$ cat config.mk
export PLATFORM = sky130hd
export DESIGN_NAME = sample_pack_fifo
export DESIGN_NICKNAME = d
export VERILOG_FILES = /design/src/rtl/sync_fifo.sv /design/src/rtl/sample_pack_fifo.sv
export SDC_FILE = /design/constraint.sdc
export NUM_CORES = 1
export LEC_CHECK = 0
export CAP_MARGIN = 10
export CORE_MARGIN = 4
export CORE_UTILIZATION = 45
export DETAILED_ROUTE_END_ITERATION = 16
export GPL_TIMING_DRIVEN = 1
export PLACE_DENSITY = 0.7
export SYNTH_ARGS = -nofsm -noshare
export SYNTH_HDL_FRONTEND = slang
export SYNTH_SLANG_ARGS = --single-unit
$ cat constraint.sdc
create_clock -name clk2 -period 9.65 [get_ports clk2]
set_input_delay 1.93 -clock clk2 [delete_from_list [all_inputs] [get_ports clk2]]
set_output_delay 1.93 -clock clk2 [all_outputs]
set_load 0.02 [all_outputs]
$ cat src/rtl/sync_fifo.sv
// rtl/sync_fifo.sv - show-ahead synchronous FIFO with occupancy level
//
// Ports:
//   clk, rst     clock; synchronous active-high reset (empties the FIFO)
//   push         write request; push_data is stored when push_ok is high
//   push_data    entry to write
//   push_ok      push accepted this cycle (not full, or a pop happens alongside)
//   pop          read request; ignored while empty
//   head_data    oldest entry, valid while valid is high
//   valid        FIFO non-empty
//   level        entries currently stored, 0..DEPTH
module sync_fifo #(
    parameter int WIDTH = 65,
    parameter int DEPTH = 8
) (
    input  logic                       clk,
    input  logic                       rst,
    input  logic                       push,
    input  logic [WIDTH-1:0]           push_data,
    output logic                       push_ok,
    input  logic                       pop,
    output logic [WIDTH-1:0]           head_data,
    output logic                       valid,
    output logic [$clog2(DEPTH):0]     level
);
    localparam int AW = $clog2(DEPTH);
    localparam int LW = AW + 1;

    logic [WIDTH-1:0] mem [DEPTH];
    logic [AW-1:0]    wr_ptr;
    logic [AW-1:0]    rd_ptr;
    logic [LW-1:0]    count;
    logic             do_pop;
    logic             do_push;

    // A full FIFO still takes a write when the head leaves in the same cycle.
    assign do_pop    = pop & (count != '0);
    assign do_push   = push & ((count != LW'(DEPTH)) | do_pop);
    assign push_ok   = do_push;
    assign valid     = (count != '0);
    assign level     = count;
    assign head_data = mem[rd_ptr];

    // Storage is left unreset so it can map onto plain RAM.
    always_ff @(posedge clk) begin
        if (do_push) begin
            mem[wr_ptr] <= push_data;
        end
    end

    always_ff @(posedge clk) begin
        if (rst) begin
            wr_ptr <= '0;
            rd_ptr <= '0;
            count  <= '0;
        end else begin
            if (do_push) begin
                wr_ptr <= wr_ptr + 1'b1;
            end
            if (do_pop) begin
                rd_ptr <= rd_ptr + 1'b1;
            end
            case ({do_push, do_pop})
                2'b10:   count <= count + 1'b1;
                2'b01:   count <= count - 1'b1;
                default: count <= count;
            endcase
        end
    end
endmodule

$ cat src/rtl/sample_pack_fifo.sv
// rtl/sample_pack_fifo.sv - pairs sampled 32-bit words into 64-bit FIFO entries
//
// Ports:
//   clk2, rst    fast clock; synchronous active-high reset
//   in_data      sampled word, qualified by the single-cycle in_en pulse
//   out_data     FIFO head {high word, low word}
//   out_half     head holds only a low word (high word is zero)
//   out_valid    FIFO non-empty; out_ready pops the head
//   level        entries currently stored
//   overflow     sticky drop flag, cleared by ovf_clr (a new drop wins)
module sample_pack_fifo #(
    parameter int DEPTH   = 8,
    parameter int TIMEOUT = 63
) (
    input  logic                   clk2,
    input  logic                   rst,
    input  logic [31:0]            in_data,
    input  logic                   in_en,
    output logic [63:0]            out_data,
    output logic                   out_half,
    output logic                   out_valid,
    input  logic                   out_ready,
    output logic [$clog2(DEPTH):0] level,
    output logic                   overflow,
    input  logic                   ovf_clr
);
    localparam logic ST_EMPTY = 1'b0;
    localparam logic ST_LOW   = 1'b1;

    logic        state;
    logic        state_nxt;
    logic [31:0] low_word;
    logic [7:0]  timer;
    logic        push;
    logic [64:0] push_data;
    logic        push_ok;
    logic [64:0] head;
    logic        fifo_valid;

    always_comb begin
        state_nxt = state;
        push      = 1'b0;
        push_data = '0;
        case (state)
            ST_EMPTY: begin
                if (in_en) begin
                    state_nxt = ST_LOW;
                end
            end
            default: begin
                // A word arriving on the timeout cycle wins: pair, don't flush.
                if (in_en) begin
                    push      = 1'b1;
                    push_data = {1'b0, in_data, low_word};
                    state_nxt = ST_EMPTY;
                end else if (timer == 8'(TIMEOUT - 1)) begin
                    push      = 1'b1;
                    push_data = {1'b1, 32'h0, low_word};
                    state_nxt = ST_EMPTY;
                end
            end
        endcase
    end

    // The FSM returns to EMPTY whether or not the FIFO took the entry.
    always_ff @(posedge clk2) begin
        if (rst) begin
            state    <= ST_EMPTY;
            timer    <= '0;
            low_word <= '0;
        end else begin
            state <= state_nxt;
            if (state == ST_EMPTY) begin
                timer <= '0;
                if (in_en) begin
                    low_word <= in_data;
                end
            end else if (timer != 8'hFF) begin
                timer <= timer + 1'b1;
            end
        end
    end

    always_ff @(posedge clk2) begin
        if (rst) begin
            overflow <= 1'b0;
        end else if (push & ~push_ok) begin
            overflow <= 1'b1;
        end else if (ovf_clr) begin
            overflow <= 1'b0;
        end
    end

    sync_fifo #(
        .WIDTH (65),
        .DEPTH (DEPTH)
    ) u_fifo (
        .clk       (clk2),
        .rst       (rst),
        .push      (push),
        .push_data (push_data),
        .push_ok   (push_ok),
        .pop       (out_ready),
        .head_data (head),
        .valid     (fifo_valid),
        .level     (level)
    );

    assign out_valid = fifo_valid;
    assign out_data  = head[63:0];
    assign out_half  = fifo_valid & head[64];
endmodule

[After elaboration in Yosys (flattened, before gate mapping)]
Memories as Yosys holds them, arrays and structs flattened. A register that Yosys moved wholly into a read port is not among the register bits.
Cells that the tools add are included.
Word-level totals
  input bits: 37
  word-level logic and storage cells: 47
  output and inout port bits: 71
  flip-flop bits (word level): 52
  RAM bits: 520
  memories: 1
Memories
  u_fifo.mem: depth 8, bits a word 65, rd ports 1, clocked after Yosys merged registers in 1, wr ports 1, RTL line sync_fifo.sv:29  | logic [WIDTH-1:0] mem [DEPTH];
Cells by class
  reductions and logical operators: 5
  eq/ne operators: 5
  mux-type cells: 17
  $add $sub $neg: 5
  bitwise logic cells: 7
Operators by type and width (number)
  65-bit two-way mux: 3
  1-bit two-way mux: 11
  8-bit by 1-bit adder with 8-bit output (second input constant): 1
  8-bit by 6-bit equality test with 1-bit output (second input constant): 1
  8-bit != test (second input constant): 1
  4-bit one-hot mux with 2 select lines: 1
  3-bit by 1-bit adder with 3-bit output (second input constant): 2
  3-bit two-way mux: 2
  4-bit by 1-bit adder with 4-bit output (second input constant): 1
  1-bit bitwise AND: 4
  4-bit != test (second input constant): 1
  2-bit nonzero test: 2
  4-bit nonzero test: 1
  4-bit by 1-bit subtractor with 4-bit output (second input constant): 1
  2-bit by 1-bit equality test with 1-bit output (second input constant): 1
  2-bit equality test (second input constant): 1
  1-bit NOT: 2
  2-bit AND reduction: 1
  2-bit OR reduction: 1
  1-bit OR: 1

[Longest topological paths before layout]
  depth in word-level cells: 8
  mapped depth: 9
  gate-level depth less buffers: 9

[Hierarchy]
A second synthesis with hierarchy kept.
Unflattened totals
  cells, all modules: 1102
  area total of the unflattened synthesis: 22278.9 µm²
By module, submodules not included
  sync_fifo: area an instance 20193.1 µm², times used 1, cells an instance 827, seq. area each 15875.2 µm²
  sample_pack_fifo: area an instance 2085.8 µm², times used 1, cells an instance 275, seq. area each 840.8 µm²

[Worst setup path after synthesis]
No wires, ideal clock.
  path type: input to register
  start point: input in_en
  end point: memory u_fifo.mem[0][0], enable pin
  path buffers: 1
  path slack: 350 ps
  library setup time: 648 ps
  data arrival time: 8652 ps
  required time: 9002 ps
  stages on the path: 5
  cell sequence: and2_1 > a31o_2 > buf_2 > nand2_1 > nor4_1
Between the ends
  word-level cells in the longest chain between the ends: 5
Ends and longest elaborated chain
  start, declared: RTL line sample_pack_fifo.sv:18  | input logic in_en,
  1-bit two-way mux: RTL line sample_pack_fifo.sv:52  | if (in_en) begin
  1-bit two-way mux: RTL line sample_pack_fifo.sv:44  | case (state)
  1-bit bitwise AND: RTL line sync_fifo.sv:38  | assign do_push = push & ((count != LW'(DEPTH)) | do_pop);
  1-bit two-way mux: RTL line sync_fifo.sv:46  | if (do_push) begin
  1-bit two-way mux (not written as such): RTL line sync_fifo.sv:47  | mem[wr_ptr] <= push_data;
  end, declared: RTL line sync_fifo.sv:29
No other way between the ends.

==> qor.yml <==
status: "complete, no violations"
start_util: 0.4555
wire_per_inst_um: 24.07
criticalPathCategory: "reg -> out"
crit_buf_inv: 2
yosys_warnings: 0
arrival_ns: 3.86
rsz0062_at_grt: "no"
r2r_cells: 5
numClockSinks: 575
start_kind: "register"
synth_top_area_cell: "edfxtp_1"
die_w_um: 230.6
grt_pass1_wl_um: 70300
grt_antenna_before_repair: 0
worstMarginPinSlew_ns: 1.088
avgSynthCellArea_um2: 19.98
whs_path_depth: 2
gr-total-overflow: 0
drive_above_1_share: 0.2369
pwr-share-seq: 0.501
clk_path_buf_depth: 3
firstDrtPassIters: 6
final_cell_count_no_fill: 1943
drc: 0
netSwitchingPower_w: 0.001302
synth_compound_area_frac: 0.01638
fin_nets: 1281
swShare: 0.2336
synthAdderAreaFrac: 0.004264
design_area_um2: 25730
post_synth_mux_area_share: 0.1665
n_antenna_cell: 0
cts_buffers: 55
synth-xor-area-share: 0.002357
synth.distinct_cells: 46
period_share: 0.5998
crit_chain: "buf_4, mux4_2, mux2_2, clkdlybuf4s50_1"
setup_viol_count_final: 0
synth_top_family_by_area: "multiplexers"
p_per_area_nw_per_um2: 216.6
worstPathMaxFanout: 49
cp.depth: 4
max_freq_ghz: 0.1728
num_vias: 10930
slew_viol_final: 0
pwr-share-clk: 0.358
die-area_um2: 53180
tns_ns: 0
synth_seq_cells: 575
routed_via_density: 5.624
whs_ns: 0.4564
crit_path_top_delay_cell: "buf_4"
cp_slowest_stage_delay_ns: 0.89
netlist.area_leader.share: 0.7003
synth-async-reset-ratio: 0
first_iter_violations: 1053
cts_tree: "done"
min_path_type: "reg -> reg"
synth_fp_nets: 1160
dp.final_hpwl_um: 27200
dpl_cell_area_um2: 24070
synthSimpleGateAreaFrac: 0.04455
required_ns: 7.72
syn_to_final_growth_pct: 15.37
io_buffers: 107
clock_latency_ns: 0.59
cts_root_buf: "clkbuf_16"
postCtsSetupBuffers: 0
die_h_um: 230.6
power_leakage_nw: 8.099
place_congestion: 0.7658
groute.usage.overall: 0.1755
seq_area_um2: 16730
grt_pass1_vias: 11130
cts_max_level: 2
netlist_instances: 1116
clock_skew_ns: 0.02053
grt_max_degree: 71
irDropWorstVdd_mv: 0.1223
clk_pin_slew_ns: 0.06
fill_cells: 3725
core_area_um2: 48950
hold_viol: 0
ys_dominant_reg_cell: "edfxtp_1"
synth.area.top_cells: "edfxtp_1, mux4_2, dfxtp_1, mux2_2, nand2_1"
final_antenna_net_count: 0
comb_power_share: 0.141
io_pins: 108
pre_cts_slack_ns: 3.726
hold_buffers: 0
cp-end-kind: "primary output"
setup_slack_ns: 3.862
crit_family: "buffers and inverters"
syn_area_um2: 22300
dp_cells: 1844
slew_headroom: 0.2748
fp-row-count: 81
finalWirelength_um: 46780
multi_input_area_um2: 5271
cap_violations: 0
min_period_ns: 5.788
synth_seq_area_share: 0.7496
synth_edf_count: 520
p_int_w: 0.004271
cts_resized: 0
==> worst min-delay path: cells and delay by family, from the launching register on <==
kind | cells | cell delay (ns)
AO/OA/AOI/OAI | 1 | 0.05
AND/OR/NAND/NOR | 1 | 0.05
flip-flops | 1 | 0.31
==> Yosys cell counts, types with 2 or more instances <==
master,number
nor4_1,3
mux2_1,4
a31oi_1,3
and2_1,34
edfxtp_1,520
nand3_1,6
buf_6,12
o21ai_0,4
buf_1,10
inv_1,7
mux4_2,130
a2111oi_0,2
or3_1,2
ha_1,6
a21oi_1,37
nand2_1,74
a21oi_2,2
nor2b_1,4
buf_2,8
mux2_2,64
xnor2_1,2
and3_1,34
nor2_1,24
clkbuf_1,33
mux2i_1,2
dfxtp_1,55
xor2_1,4
nand2b_1,4
a21o_1,2
nor3_1,8
==> sequential cells by signal (all words and copies together), names as in the netlist, named ones only <==
name,count
low_word,32
overflow,1
state,1
timer,8
u_fifo.level,4
u_fifo.mem,520
u_fifo.rd_ptr,3
u_fifo.wr_ptr,3
==> placed cells by master (no fill, tap or decap), drive strengths merged, types with 6 or more instances in the layout <==
cell type        n
edfxtp         520
mux4           130
clkdlybuf4s50  106
clkbuf          82
nand2           74
mux2            68
dfxtp           55
a21oi           39
and2            34
and3            34
nor2            24
buf             21
clkinv          12
inv              8
nor3             8
nand3            6
ha               6
==> layout make-up <==
cell class / count / share of cell area
tap: 664 / 0.03229
sequential: 575 / 0.6502
multi-input combinational: 471 / 0.2049
clock inverter: 17 / 0.005301
clock buffer: 82 / 0.05904
inverter: 7 / 0.001021
timing repair buffer: 127 / 0.04727
==> kinds of logic after synthesis <==
logic type,Yosys count
flops,575
mux,200
simple gates,199
buf+inv,70
compound gates,59
fa+ha+maj,7
xor+xnor,6
==> final timing paths <==
| check | start | endpoint | slack, ns |
|---|---|---|---|
| worst max-delay path | register | out_data[59] | 3.86 |
| worst min-delay path | low_word[29]$_SDFFE_PP0P_ | low_word[29]$_SDFFE_PP0P_ | 0.46 |
| worst max register to register | timer[2]$_SDFFE_PP0P_ | u_fifo.mem[7][53]$_DFFE_PP_ | 5.90 |
| worst min register to register | low_word[29]$_SDFFE_PP0P_ | low_word[29]$_SDFFE_PP0P_ | 0.46 |
==> layer usage <==
metal,up-vias,part of all wire,track usage
met2,386,0.50,0.2895
met1,5752,0.41,0.2455
met4,0,0.022,0.04310
met5,-,0,0
li1,4724,-,-
met3,65,0.067,0.03233
==> per-stage QoR <==
step                utilization  total power [W]
CTS                      0.5256         0.005640
floorplan                     -         0.003365
detailed placement       0.4918         0.003645
finish                   0.5256         0.005573
global placement         0.4918         0.003638
global route             0.5256         0.005794
==> power by group through the flow <==
| stage | sequential [W] | clock (W) | combinational [W] |
|---|---|---|---|
| after CTS | 0.00279 | 0.00204 | 0.000804 |
| after global routing | 0.00280 | 0.00215 | 0.000843 |
| after floorplan | 0.00281 | 0 | 0.000553 |
| after global placement | 0.00284 | 0 | 0.000795 |
| after detailed placement | 0.00285 | 0 | 0.000799 |
| final | 0.00279 | 0.00200 | 0.000785 |
No activity file was read; power rests on OpenSTA's default activity.
